<file path="config.mk">
export PLATFORM = sky130hd
export DESIGN_NAME = sm_shift_add_mult_flat
export DESIGN_NICKNAME = d
export VERILOG_FILES = /design/src/rtl/sm_shift_add_mult_if.sv /design/src/rtl/sm_shift_add_mult.sv /design/src/flat_wrapper.sv
export SDC_FILE = /design/constraint.sdc
export NUM_CORES = 1
export LEC_CHECK = 0
export BUFFER_PORTS_ARGS = -buffer_cell sky130_fd_sc_hd__buf_2
export CAP_MARGIN = 20
export CORE_AREA = 2 2 68 70
export CTS_BUF_LIST = sky130_fd_sc_hd__clkbuf_4 sky130_fd_sc_hd__clkbuf_8
export CTS_CLUSTER_DIAMETER = 80
export CTS_CLUSTER_SIZE = 14
export DETAILED_ROUTE_END_ITERATION = 8
export DIE_AREA = 0 0 70 72
export HOLD_SLACK_MARGIN = 0.06
export PLACE_DENSITY = 0.69
export SLEW_MARGIN = 15
export SYNTH_ARGS = -nofsm -noshare
export SYNTH_HDL_FRONTEND = slang
export SYNTH_SLANG_ARGS = --single-unit
</file>
<file path="constraint.sdc">
create_clock -name clk -period 1.8 [get_ports clk]
set_clock_uncertainty 0.15 [all_clocks]
set_input_delay 0.18 -clock clk [delete_from_list [all_inputs] [get_ports clk]]
set_output_delay 0.18 -clock clk [all_outputs]
set_load 0.1 [all_outputs]
</file>
<file path="src/rtl/sm_shift_add_mult_if.sv">
// Handshake and operand/result bundle for the sign-magnitude shift-add multiplier.
// master drives start and operands; slave returns product, sign, busy and done.
interface sm_shift_add_mult_if #(
  parameter int WIDTH = 8
);
  logic               start;
  logic [WIDTH-1:0]   a_mag;
  logic               a_sign;
  logic [WIDTH-1:0]   b_mag;
  logic               b_sign;
  logic [2*WIDTH-1:0] product;
  logic               product_sign;
  logic               busy;
  logic               done;

  modport master (
    output start, a_mag, a_sign, b_mag, b_sign,
    input  product, product_sign, busy, done
  );

  modport slave (
    input  start, a_mag, a_sign, b_mag, b_sign,
    output product, product_sign, busy, done
  );
endinterface

</file>
<file path="src/rtl/sm_shift_add_mult.sv">
// Sequential sign-magnitude add-and-shift multiplier; done pulses 17 cycles after start is accepted.
// No backpressure: start is taken only in IDLE, requests arriving while busy or in DONE are dropped.
module sm_shift_add_mult #(
  parameter int WIDTH = 8
) (
  input logic              clk,
  input logic              reset,
  sm_shift_add_mult_if.slave bus
);
  localparam int SC_W = $clog2(WIDTH + 1);

  typedef enum logic [1:0] {
    IDLE  = 2'd0,
    ADD   = 2'd1,
    SHIFT = 2'd2,
    DONE  = 2'd3
  } state_t;

  state_t           state;
  state_t           state_nxt;
  logic [WIDTH-1:0] b_reg;
  logic [WIDTH-1:0] a_reg;
  logic [WIDTH-1:0] q_reg;
  logic             e_reg;
  logic [SC_W-1:0]  sc;
  logic             s_reg;
  logic             last_iter;
  logic             busy_int;
  logic             done_int;

  assign last_iter = (sc == SC_W'(WIDTH - 1));

  always_ff @(posedge clk or negedge reset) begin
    if (!reset) begin
      state <= IDLE;
    end else begin
      state <= state_nxt;
    end
  end

  always_comb begin
    state_nxt = state;
    busy_int  = 1'b0;
    done_int  = 1'b0;
    case (state)
      IDLE: begin
        if (bus.start) begin
          state_nxt = ADD;
        end
      end
      ADD: begin
        busy_int  = 1'b1;
        state_nxt = SHIFT;
      end
      SHIFT: begin
        busy_int  = 1'b1;
        state_nxt = last_iter ? DONE : ADD;
      end
      DONE: begin
        done_int  = 1'b1;
        state_nxt = IDLE;
      end
      default: state_nxt = IDLE;
    endcase
  end

  // E is always clear entering ADD, so a single carry bit covers the sum.
  always_ff @(posedge clk or negedge reset) begin
    if (!reset) begin
      b_reg <= '0;
      a_reg <= '0;
      q_reg <= '0;
      e_reg <= 1'b0;
      sc    <= '0;
      s_reg <= 1'b0;
    end else begin
      case (state)
        IDLE: begin
          if (bus.start) begin
            b_reg <= bus.a_mag;
            q_reg <= bus.b_mag;
            a_reg <= '0;
            e_reg <= 1'b0;
            sc    <= '0;
            s_reg <= bus.a_sign ^ bus.b_sign;
          end
        end
        ADD: begin
          if (q_reg[0]) begin
            {e_reg, a_reg} <= {1'b0, a_reg} + {1'b0, b_reg};
          end
        end
        SHIFT: begin
          {e_reg, a_reg, q_reg} <= {1'b0, e_reg, a_reg, q_reg[WIDTH-1:1]};
          sc                    <= sc + 1'b1;
        end
        default: ;
      endcase
    end
  end

  assign bus.product      = {a_reg, q_reg};
  assign bus.product_sign = s_reg & (|{a_reg, q_reg});
  assign bus.busy         = busy_int;
  assign bus.done         = done_int;
endmodule

</file>
<file path="src/flat_wrapper.sv">
// flat-port wrapper written by rule: the top's interface ports become plain ports
module sm_shift_add_mult_flat 
#(
  parameter int WIDTH = 8
)
  (clk, reset, bus_start, bus_a_mag, bus_a_sign, bus_b_mag, bus_b_sign, bus_product, bus_product_sign, bus_busy, bus_done);
  sm_shift_add_mult_if #(.WIDTH(WIDTH)) bus_i ();
  input logic clk;
  input logic reset;
  input wire logic [$bits(bus_i.start)-1:0] bus_start;
  input wire logic [$bits(bus_i.a_mag)-1:0] bus_a_mag;
  input wire logic [$bits(bus_i.a_sign)-1:0] bus_a_sign;
  input wire logic [$bits(bus_i.b_mag)-1:0] bus_b_mag;
  input wire logic [$bits(bus_i.b_sign)-1:0] bus_b_sign;
  output wire logic [$bits(bus_i.product)-1:0] bus_product;
  output wire logic [$bits(bus_i.product_sign)-1:0] bus_product_sign;
  output wire logic [$bits(bus_i.busy)-1:0] bus_busy;
  output wire logic [$bits(bus_i.done)-1:0] bus_done;
  assign bus_i.start = bus_start;
  assign bus_i.a_mag = bus_a_mag;
  assign bus_i.a_sign = bus_a_sign;
  assign bus_i.b_mag = bus_b_mag;
  assign bus_i.b_sign = bus_b_sign;
  assign bus_product = bus_i.product;
  assign bus_product_sign = bus_i.product_sign;
  assign bus_busy = bus_i.busy;
  assign bus_done = bus_i.done;
  sm_shift_add_mult #(.WIDTH(WIDTH)) u_core (.clk(clk), .reset(reset), .bus(bus_i));
endmodule
</file>
==> impl_metrics.yaml <==
synthesis:
  synth-edff-count: 0
  yosysTopAreaCell: "dfrtp_1"
  syn_area_um2: 1890
  yosysSeqAreaShare_pct: 42.4
  synthFlopType: "dfrtp_1"
  synth_top_cell_area_share_pct: 42.4
  avgSynthCellArea_um2: 9.68
  synth.area.mux_share_pct: 5.37
  synth_cell_types: 41
  synthSimpleGateAreaFrac_pct: 15.6
  synth_seq_cells: 32
  synth_xor_area_share_pct: 1.39
  synth_area_leaders: "dfrtp_1 (42%), ha_1 (8.6%), mux2_2 (5.4%), a21oi_1 (4.0%), a22oi_1 (3.2%)"
  synth_adder_area_share_pct: 9.68
  synth_compound_area_share_pct: 22.2
  synth_cells: 195
  yosys_warnings: 0
  syn_nets: 230
  synth_top_family_by_area: "compound AO/OA/AOI/OAI gates"
  async_reset_ff_share_pct: 100
critical_path:
  worstRegToRegCells: 8
  start_kind: "flop"
  crit_path_end_kind: "flop"
  reg2reg_from: "u_core.a_reg[0]$_DFFE_PN0P_"
  worstPathArrival_ns: 1.97
  r2r-end: "u_core.a_reg[6]$_DFFE_PN0P_"
  r2r_slack_ns: -0.12
  critPathKind: "reg2reg"
  critPathMaxFanout: 3
  required_ns: 1.85
clocking:
  cts_max_level: 2
  clk_latency_ns: 0.30
  cts_tree: "yes"
  cts_made_buffers: 5
  clockBufferDepth: 2
  cts.sinks: 32
  root_buffer: "clkbuf_8"
  clk_pin_slew_ns: 0.08
finish:
  drive_gt1_share_pct: 50.0
  n_antenna_cell: 0
  fin_nets: 318
  final_cells: 336
  area_growth_pct: 57.9
global_routing:
  grt_max_degree: 18
  grt_overflow: 0
  antenna_found_initial: 0
  grt_pass1_wl_um: 8200
  grt_pass1_vias: 1831
  track_usage_pct: 20.4
die:
  die_x_um: 70
  num_io_pins: 40
  row_count: 24
  die_y_um: 72
  initial_core_util_pct: 44.3
  core_area_um2: 4260
  dieArea_um2: 5040
drt:
  avgViaCountPerCell: 5.61
  dr.pass1.iters: 4
  ant_nets: 0
  wl_per_cell_um: 15.0
  drc: 0
  routed_wl_um: 5040
  drt_iter0_drc: 92
  num_vias: 1884
sta:
  slew_viol_final: 0
  worstMarginPinSlew_ns: 0.491
  finalWorstSetupSlack_ns: -0.119
  period_needed_ns: 1.92
  min_period_over_period_pct: 107
  setup_violations: 6
  hold_violations: 0
  rsz0062_at_grt: "yes"
  relSlewSlack_pct: 67.5
  fmax_mhz: 521
placement:
  place_congestion: 0.822
  dp_hpwl_um: 3580
  portBuffers: 39
  dp_cells: 310
worst_hold_path:
  whs_endpoint: "u_core.q_reg[7]$_DFFE_PN0P_"
  min_path_type: "in2reg"
  hold_path_depth: 4
  hp-start: "bus_b_mag[7]"
run:
  cap_violations: 0
outcome:
  status: "finished with violations"
  violations: "negative setup slack"
-- how the worst max path moves through the flow --
stage / slack, ns / end / cells after the start / startpoint
2_1_floorplan: -0.33 / bus_product_sign / 2 / u_core.q_reg[5]$_DFFE_PN0P_
3_3_place_gp: -0.06 / u_core.e_reg$_DFFE_PN0P_ / 8 / u_core.a_reg[0]$_DFFE_PN0P_
3_5_place_dp: -0.08 / u_core.a_reg[6]$_DFFE_PN0P_ / 8 / u_core.a_reg[0]$_DFFE_PN0P_
4_1_cts: -0.09 / u_core.a_reg[7]$_DFFE_PN0P_ / 7 / u_core.a_reg[1]$_DFFE_PN0P_
5_1_grt: -0.21 / u_core.e_reg$_DFFE_PN0P_ / 8 / u_core.b_reg[0]$_DFFE_PN0P_
6_report: -0.12 / u_core.a_reg[6]$_DFFE_PN0P_ / 8 / u_core.a_reg[0]$_DFFE_PN0P_
-- critical path, stage by stage (launching register included) --
cell and delay (ns):
dfrtp_4 0.48, ha_4 0.17, inv_2 0.05, fa_2 0.18, nand2b_4 0.14, a21oi_4 0.05, o21a_1 0.20, o21a_1 0.19
o31ai_1 0.22
-- cell usage in the layout (no fill, tap or decap), types with 8 or more instances in the layout --
master / synthesis / layout
nor2_1: 9 / 8
dlygate4sd3_1: 0 / 11
buf_2: 2 / 36
nand2_1: 11 / 11
dfrtp_1: 32 / 19
o21ai_1: 8 / 9
a22oi_1: 8 / 8
buf_4: 0 / 33
and3_1: 9 / 9
a21oi_1: 15 / 13
o21ai_0: 11 / 8
mux2_2: 9 / 9
-- per-layer routing --
layer,GRT usage (%),vias up,part of all wire (%),wire length [um]
li1,-,917,-,-
met1,26.0,913,45,2290
met2,34.6,47,49,2460
met3,4.72,7,4.4,220
met4,6.84,0,1.2,61
met5,0,-,0,0
-- cell families after synthesis --
logic type / Yosys count
multiplexers: 9
AND/OR/NAND/NOR: 55
flip-flops: 32
buffers and inverters: 16
AO/OA/AOI/OAI: 66
adder cells (fa/ha/maj): 14
XOR/XNOR: 3
-- repair_timing --
action	CTS	global route
hold endpoints to repair	41	0
hold buffers	11	0
setup endpoints to repair	6	20
resized for setup	11	21
pin swaps	3	5
cloned	0	0
setup buffers	4	3
-- cell type report --
class	count	area (um2)
clock buffers	6	76.3
clock inverters	2	35.0
fillers	331	1280
inverters	8	30.0
multi-input cells	147	1270
flip-flops and latches	32	835
well taps	52	65.1
repair buffers	89	671
-- synthesized netlist by cell type, types with 5 or more instances --
cell / count
a21oi_1: 15
a22oi_1: 8
and3_1: 9
clkbuf_1: 6
dfrtp_1: 32
ha_1: 13
inv_1: 8
mux2_2: 9
nand2_1: 11
nand4_1: 5
nor2_1: 9
o21ai_0: 11
o21ai_1: 8
-- metrics by stage --
step	setup WS [ns]	TNS [ns]	cell area, um2	utilization (%)	hold slack [ns]
after floorplan	-0.335	-1.12	2060	-	-0.266
after global placement	-0.0625	-0.177	2560	60.0	-0.00942
after detailed placement	-0.0799	-0.298	2560	60.0	-0.0105
after CTS	-0.0916	-0.423	2860	67.0	0.123
after global routing	-0.212	-1.01	2980	69.9	0.151
final	-0.119	-0.408	2980	69.9	0.130
Power is not shown: default switching activity piles up to over one toggle a cycle in this logic, so the estimate is an artifact.
